[src/rtl/alu_share_arbiter.sv]
// Round-robin arbiter and sequencer that shares one combinational ALU between two clients.
// One transaction is in flight at a time: IDLE (grant) -> EXEC (ALU evaluates) -> RESP (return result).
module alu_share_arbiter #(
  parameter int DATA_W = 16,
  parameter int OP_W   = 3
) (
  input  logic              clk,
  input  logic              rst_n,
  input  logic              req0_valid,
  input  logic [OP_W-1:0]   req0_op,
  input  logic [DATA_W-1:0] req0_a,
  input  logic [DATA_W-1:0] req0_b,
  output logic              req0_ready,
  input  logic              req1_valid,
  input  logic [OP_W-1:0]   req1_op,
  input  logic [DATA_W-1:0] req1_a,
  input  logic [DATA_W-1:0] req1_b,
  output logic              req1_ready,
  output logic              rsp0_valid,
  output logic              rsp1_valid,
  input  logic              rsp0_ready,
  input  logic              rsp1_ready,
  output logic [DATA_W-1:0] rsp_result,
  output logic              rsp_zero,
  output logic [OP_W-1:0]   alu_op,
  output logic [DATA_W-1:0] alu_a,
  output logic [DATA_W-1:0] alu_b,
  input  logic [DATA_W-1:0] alu_result,
  input  logic              alu_zero,
  output logic              busy,
  output logic [1:0]        dbg_state
);

  // Handshake rules: a request transfers on a rising edge where reqN_valid && reqN_ready;
  // a response transfers where rspN_valid && rspN_ready. Valid never depends on ready.
  typedef enum logic [1:0] {
    S_IDLE = 2'd0,
    S_EXEC = 2'd1,
    S_RESP = 2'd2
  } state_t;

  state_t state_q, state_d;
  logic   last_q;   // client granted last; resets to 1 so client 0 is favoured first
  logic   owner_q;
  logic   grant0, grant1, take, rsp_done;

  always_comb begin
    grant0     = req0_valid && (!req1_valid || last_q);
    grant1     = req1_valid && (!req0_valid || !last_q);
    req0_ready = 1'b0;
    req1_ready = 1'b0;
    rsp0_valid = 1'b0;
    rsp1_valid = 1'b0;
    take       = 1'b0;
    rsp_done   = 1'b0;
    state_d    = state_q;
    case (state_q)
      S_IDLE: begin
        req0_ready = grant0;
        req1_ready = grant1;
        take       = grant0 || grant1;
        if (take) state_d = S_EXEC;
      end
      S_EXEC: state_d = S_RESP;
      S_RESP: begin
        rsp0_valid = !owner_q;
        rsp1_valid = owner_q;
        rsp_done   = owner_q ? rsp1_ready : rsp0_ready;
        if (rsp_done) state_d = S_IDLE;
      end
      default: state_d = S_IDLE;
    endcase
  end

  always_ff @(posedge clk or negedge rst_n) begin
    if (!rst_n) state_q <= S_IDLE;
    else        state_q <= state_d;
  end

  always_ff @(posedge clk or negedge rst_n) begin
    if (!rst_n) begin
      last_q     <= 1'b1;
      owner_q    <= 1'b0;
      alu_op     <= '0;
      alu_a      <= '0;
      alu_b      <= '0;
      rsp_result <= '0;
      rsp_zero   <= 1'b0;
    end else begin
      if (take) begin
        last_q  <= grant1;
        owner_q <= grant1;
        alu_op  <= grant1 ? req1_op : req0_op;
        alu_a   <= grant1 ? req1_a  : req0_a;
        alu_b   <= grant1 ? req1_b  : req0_b;
      end
      if (state_q == S_EXEC) begin
        rsp_result <= alu_result;
        rsp_zero   <= alu_zero;
      end
    end
  end

  assign busy      = (state_q != S_IDLE);
  assign dbg_state = state_q;

endmodule

[config.mk]
export PLATFORM = sky130hd
export DESIGN_NAME = alu_share_arbiter
export DESIGN_NICKNAME = d
export VERILOG_FILES = /design/src/rtl/alu_share_arbiter.sv
export SDC_FILE = /design/constraint.sdc
export NUM_CORES = 1
export LEC_CHECK = 0
export ABC_AREA = 1
export BUFFER_PORTS_ARGS = -buffer_cell sky130_fd_sc_hd__buf_2
export CORE_ASPECT_RATIO = 1.25
export CORE_MARGIN = 1
export CORE_UTILIZATION = 45
export DETAILED_ROUTE_END_ITERATION = 10
export GPL_TIMING_DRIVEN = 0
export HOLD_SLACK_MARGIN = 0.1
export PLACE_DENSITY_LB_ADDON = 0.1
export SETUP_SLACK_MARGIN = 0.05
export SLEW_MARGIN = 10
export SYNTH_ARGS = -nofsm -noshare
export SYNTH_HDL_FRONTEND = slang
export SYNTH_SLANG_ARGS = --single-unit
[constraint.sdc]
create_clock -name clk -period 1.6 [get_ports clk]
set_clock_uncertainty 0.15 [all_clocks]
set_input_delay 0.32 -clock clk [delete_from_list [all_inputs] [get_ports clk]]
set_output_delay 0.32 -clock clk [all_outputs]
set_load 0.01 [all_outputs]
### Word level (Yosys, flattened, before mapping)

Cells that the tools add are included.

* equal/unequal tests: 4
* mux-type cells: 12
* reductions and logical operators: 12

Operator list (number)
* two-way mux 16 bit: 2
* two-way mux 1 bit: 6
* case mux 2 bit (3 select lines): 1
* logical NOT 1 bit: 4
* two-way mux 2 bit: 2
* inequality test 2 bit (second input constant): 2
* logical OR 1 bit: 3
* two-way mux 3 bit: 1
* == test 2 x 1 -> 1 bit (second input constant): 1
* == test 2 bit (second input constant): 1
* logical AND 1 bit: 2
* logical NOT 2 bit: 1
* AND reduction 2 bit: 1
* nonzero test 2 bit: 1

* flip-flop bits (word level): 56
* output and inout port bits: 59
* word-level logic and storage cells: 36

### Depth between registers and ports, before layout

* depth after elaboration: 6
* gate-level depth with buffers: 7
* mapped depth without buffers: 6

### Least setup slack after synthesis

No wires, ideal clock.

* kind: reg2out
* start point: register state_q[0] (netlist: dbg_state[0])
* end point: output req0_ready
* arrival time: 0.986 ns
* setup slack: 0.144 ns
* cell stages (with the launch flop): 5
* path through: dfrtp_1 buf_2 nor2_1 nand2_1 a21oi_1

* longest elaborated chain between the ends: 2

Ends and longest elaborated chain
* from (decl): RTL line 42 `state_t state_q, state_d;`
* from (signal assigned): RTL line 77 `else state_q <= state_d;`
* logical NOT 2 bit: RTL line 57 `case (state_q)`
* two-way mux 1 bit: RTL line 57
* to (decl): RTL line 13 `output logic req0_ready,`

No other way between the ends.

### Worst setup path after layout

* start point: register last_q
* end point: output req1_ready

* longest elaborated chain between the ends: 4

Ends and longest elaborated chain
* from (decl): RTL line 43 `logic last_q;`
* from (signal assigned): RTL line 91 `last_q <= grant1;`
* logical NOT 1 bit: RTL line 49 `grant1 = req1_valid && (!req0_valid || !last_q);`
* logical OR 1 bit: RTL line 49
* logical AND 1 bit: RTL line 49
* two-way mux 1 bit: RTL line 57
* to (decl): RTL line 18 `output logic req1_ready,`

No other way between the ends.

==> flow_summary.yaml <==
cells_and_area:
  drive_gt1_share_pct: 33.80
  area_growth_pct: 42.35
  fin_cells: 662
  fin_nets: 669
  regArea_sq_um: 1403
  n_fill_cell: 582
  multi_input_area_sq_um: 1082
  diodes: 0
routing:
  wl_per_cell_um: 11.36
  via_count: 3072
  routed_wl_um: 7520
  drc: 0
  drt-pass1-iter-count: 4
  vias_per_cell: 4.640
  drt-initial-drc-count: 103
  ant_nets: 0
run:
  drv_cap: 0
floorplanning:
  die_x_um: 73.42
  core-area_sq_um: 6166
  initial_core_util_pct: 46.53
  die_y_um: 91.27
  pin_count: 152
  rows: 32
  die-area_sq_um: 6701
global_route:
  grt_max_degree: 33
  grt_pass1_vias: 2924
  grt_pass1_wl_um: 12450
  antenna_found_initial: 0
  grt_usage_pct: 23.66
  grt.overflow.total: 0
timing:
  finalHoldViolCount: 0
  rsz0062_at_grt: "true"
  timing.fmax_mhz: 563.6
  relSlewSlack_pct: 59.91
  final.min_clock_period_ns: 1.774
  slew_violations: 0
  setup_viol_count_final: 4
  setup_tns_ns: -0.5583
  fin_ws_ns: -0.1742
  tightestPinTransition_ns: 0.6013
  min_period_over_period_pct: 110.9
logic_synthesis:
  syn-num-nets: 493
  ys_async_sr_fraction_pct: 100.0
  netlist_area_sq_um: 2869
  synth-edff-count: 0
  yosysUniqueCellTypes: 15
  synth_top_flop_cell: "dfrtp_1"
  synth_seq_cells: 56
  ys_top_cells_by_count: "nand2_1 (143), nand3_1 (89), inv_1 (75), dfrtp_1 (55), buf_2 (16)"
  yosysMostFrequentCell: "nand2_1"
  synth_area_leader_cell: "dfrtp_1"
  netlist.area_leader.share_pct: 47.97
  synth.avg_cell_area_sq_um: 7.173
  seq_area_frac_synth_pct: 48.89
  ys_top_cells_by_area: "dfrtp_1 (48%), nand2_1 (19%), nand3_1 (16%)"
  synth_cells: 400
  yosys_warnings: 0
min_path:
  hold_path.class: "input port to register"
worst_setup_path:
  worstSetupStartpoint: "last_q$_DFFE_PN1P_"
  cp.required_ns: 1.13
  r2r_slack_ns: 0.09
  r2r-end: "alu_b[2]$_DFFE_PN0P_"
  max_stage_delay_ns: 0.56
  arrival_ns: 1.30
  r2r-start: "last_q$_DFFE_PN1P_"
  endpoint_kind: "output pin"
  critPathSlowestCell: "dfstp_2"
  startpoint_type: "register"
  r2r_cells: 7
  path_class: "register to output pin"
  worstPathCellList: "nand2_4 -> buf_6 -> nand3_2 -> inv_1 -> buf_2"
  path_max_fanout: 3
  crit_path_end: "req1_ready"
placement:
  hpwl_um: 5536
  dpl.cell_count: 637
  io_buffers: 151
  place_ws_ns: -0.1463
  gp_congestion: 0.7785
power_and_ir_drop:
  switching_share_pct: 42.21
  ir_drop_mv: 0.8322
  pwr-share-seq_pct: 36.8
  p_int_mw: 3.925
  cellLeakagePower_nw: 2.579
  clkPwrFrac_pct: 10.7
  p_comb_share_pct: 52.4
  p_sw_mw: 2.867
  power.density_nw_per_um2: 1663
clock_tree:
  h-tree-depth: 2
  cts_tree: "yes"
  clk_latency_ns: 0.30
  cts_buffer_depth: 2
  cts_inserted_buffers: 5
  cts.sinks: 56
  clock-root-buffer: "clkbuf_8"
  clk_pin_slew_ns: 0.09
outcome:
  failed_checks: "setup timing"
  status: "finished, violations left"
-- timing repair --
item,in CTS,in global routing
hold buffers,12,1
buffers inserted,4,0
pin swaps,1,0
gates resized for setup,19,11
cloned,0,0
setup endpoints to repair,22,35
hold endpoints to repair,34,1
-- area by class of cell --
cell class / count / share of cell area [%]
Sequential cell: 56 / 34.34
Multi-Input combinational cell: 245 / 26.50
Timing Repair Buffer: 169 / 23.16
Inverter: 77 / 7.077
Buffer: 22 / 4.320
Tap cell: 85 / 2.604
Clock buffer: 7 / 1.869
Clock inverter: 1 / 0.1225
-- sequential cells by signal, summed over array words and instances, names as in the netlist --
register	cells
rsp_zero	1
owner_q	1
rsp_result	16
alu_op	3
dbg_state	2
alu_a	16
last_q	1
alu_b	16
-- worst max-delay path, delay by kind of cell (launching register included) --
| kind | cells | cell delay, ns |
|---|---|---|
| buffers and inverters | 3 | 0.30 |
| AND/OR/NAND/NOR | 2 | 0.14 |
| flip-flops | 1 | 0.56 |
-- placed cells by master, fill, tap and decap left out, types with 3 or more instances in the layout --
cell           count
nor2_1             3
nand2_1          143
dfrtp_1           55
buf_4              6
clkbuf_8           5
nand3_1           88
inv_1             75
buf_6             11
buf_2            157
dlygate4sd3_1     13
nor2_4             3
-- logic make-up after synthesis --
logic type	after synthesis	synth area share [%]
flops	56	48.89
simple gates	242	36.15
compound gates	3	0.5232
buf+inv	99	14.44
-- power by group through the flow --
stage | Combinational [mW] | Clock (mW) | Sequential, mW
2_1_floorplan | 1.64 | 0 | 2.86
3_3_place_gp | 3.23 | 0 | 2.51
3_5_place_dp | 3.30 | 0 | 2.52
4_1_cts | 3.53 | 0.766 | 2.50
5_1_grt | 3.99 | 0.816 | 2.59
6_report | 3.56 | 0.730 | 2.50
-- how the worst min path moves through the flow --
stage / cells after the start / slack, ns / from / to
final: 3 / 0.11 / alu_result[6] / rsp_result[6]$_DFFE_PN0N_
after global routing: 3 / 0.11 / alu_result[6] / rsp_result[6]$_DFFE_PN0N_
after CTS: 3 / 0.10 / alu_result[6] / rsp_result[6]$_DFFE_PN0N_
after detailed placement: 1 / 0.22 / rst_n / alu_op[0]$_DFFE_PN0P_
after global placement: 2 / 0.30 / rsp_result[5]$_DFFE_PN0N_ / rsp_result[5]$_DFFE_PN0N_
after floorplan: 0 / -0.13 / rst_n / alu_a[0]$_DFFE_PN0P_
-- metal layers --
metal	wire length (um)	vias to the layer above	global-route usage (%)
met5	0	-	0
met3	486	12	5.549
met1	3213	1402	27.42
met2	3681	102	41.90
li1	-	1556	-
met4	139	0	8.013
-- through the flow --
stage / instance area [sq um] / util [%] / total power, mW / hold slack (ns)
2_1_floorplan: 2869 / - / 4.499 / -0.1256
3_3_place_gp: 3731 / 60.51 / 5.741 / 0.2986
3_5_place_dp: 3751 / 60.84 / 5.819 / 0.2160
4_1_cts: 4049 / 65.67 / 6.796 / 0.1005
5_1_grt: 4084 / 66.23 / 7.399 / 0.1084
6_report: 4084 / 66.23 / 6.793 / 0.1147
(Power assumes the default switching activity.)
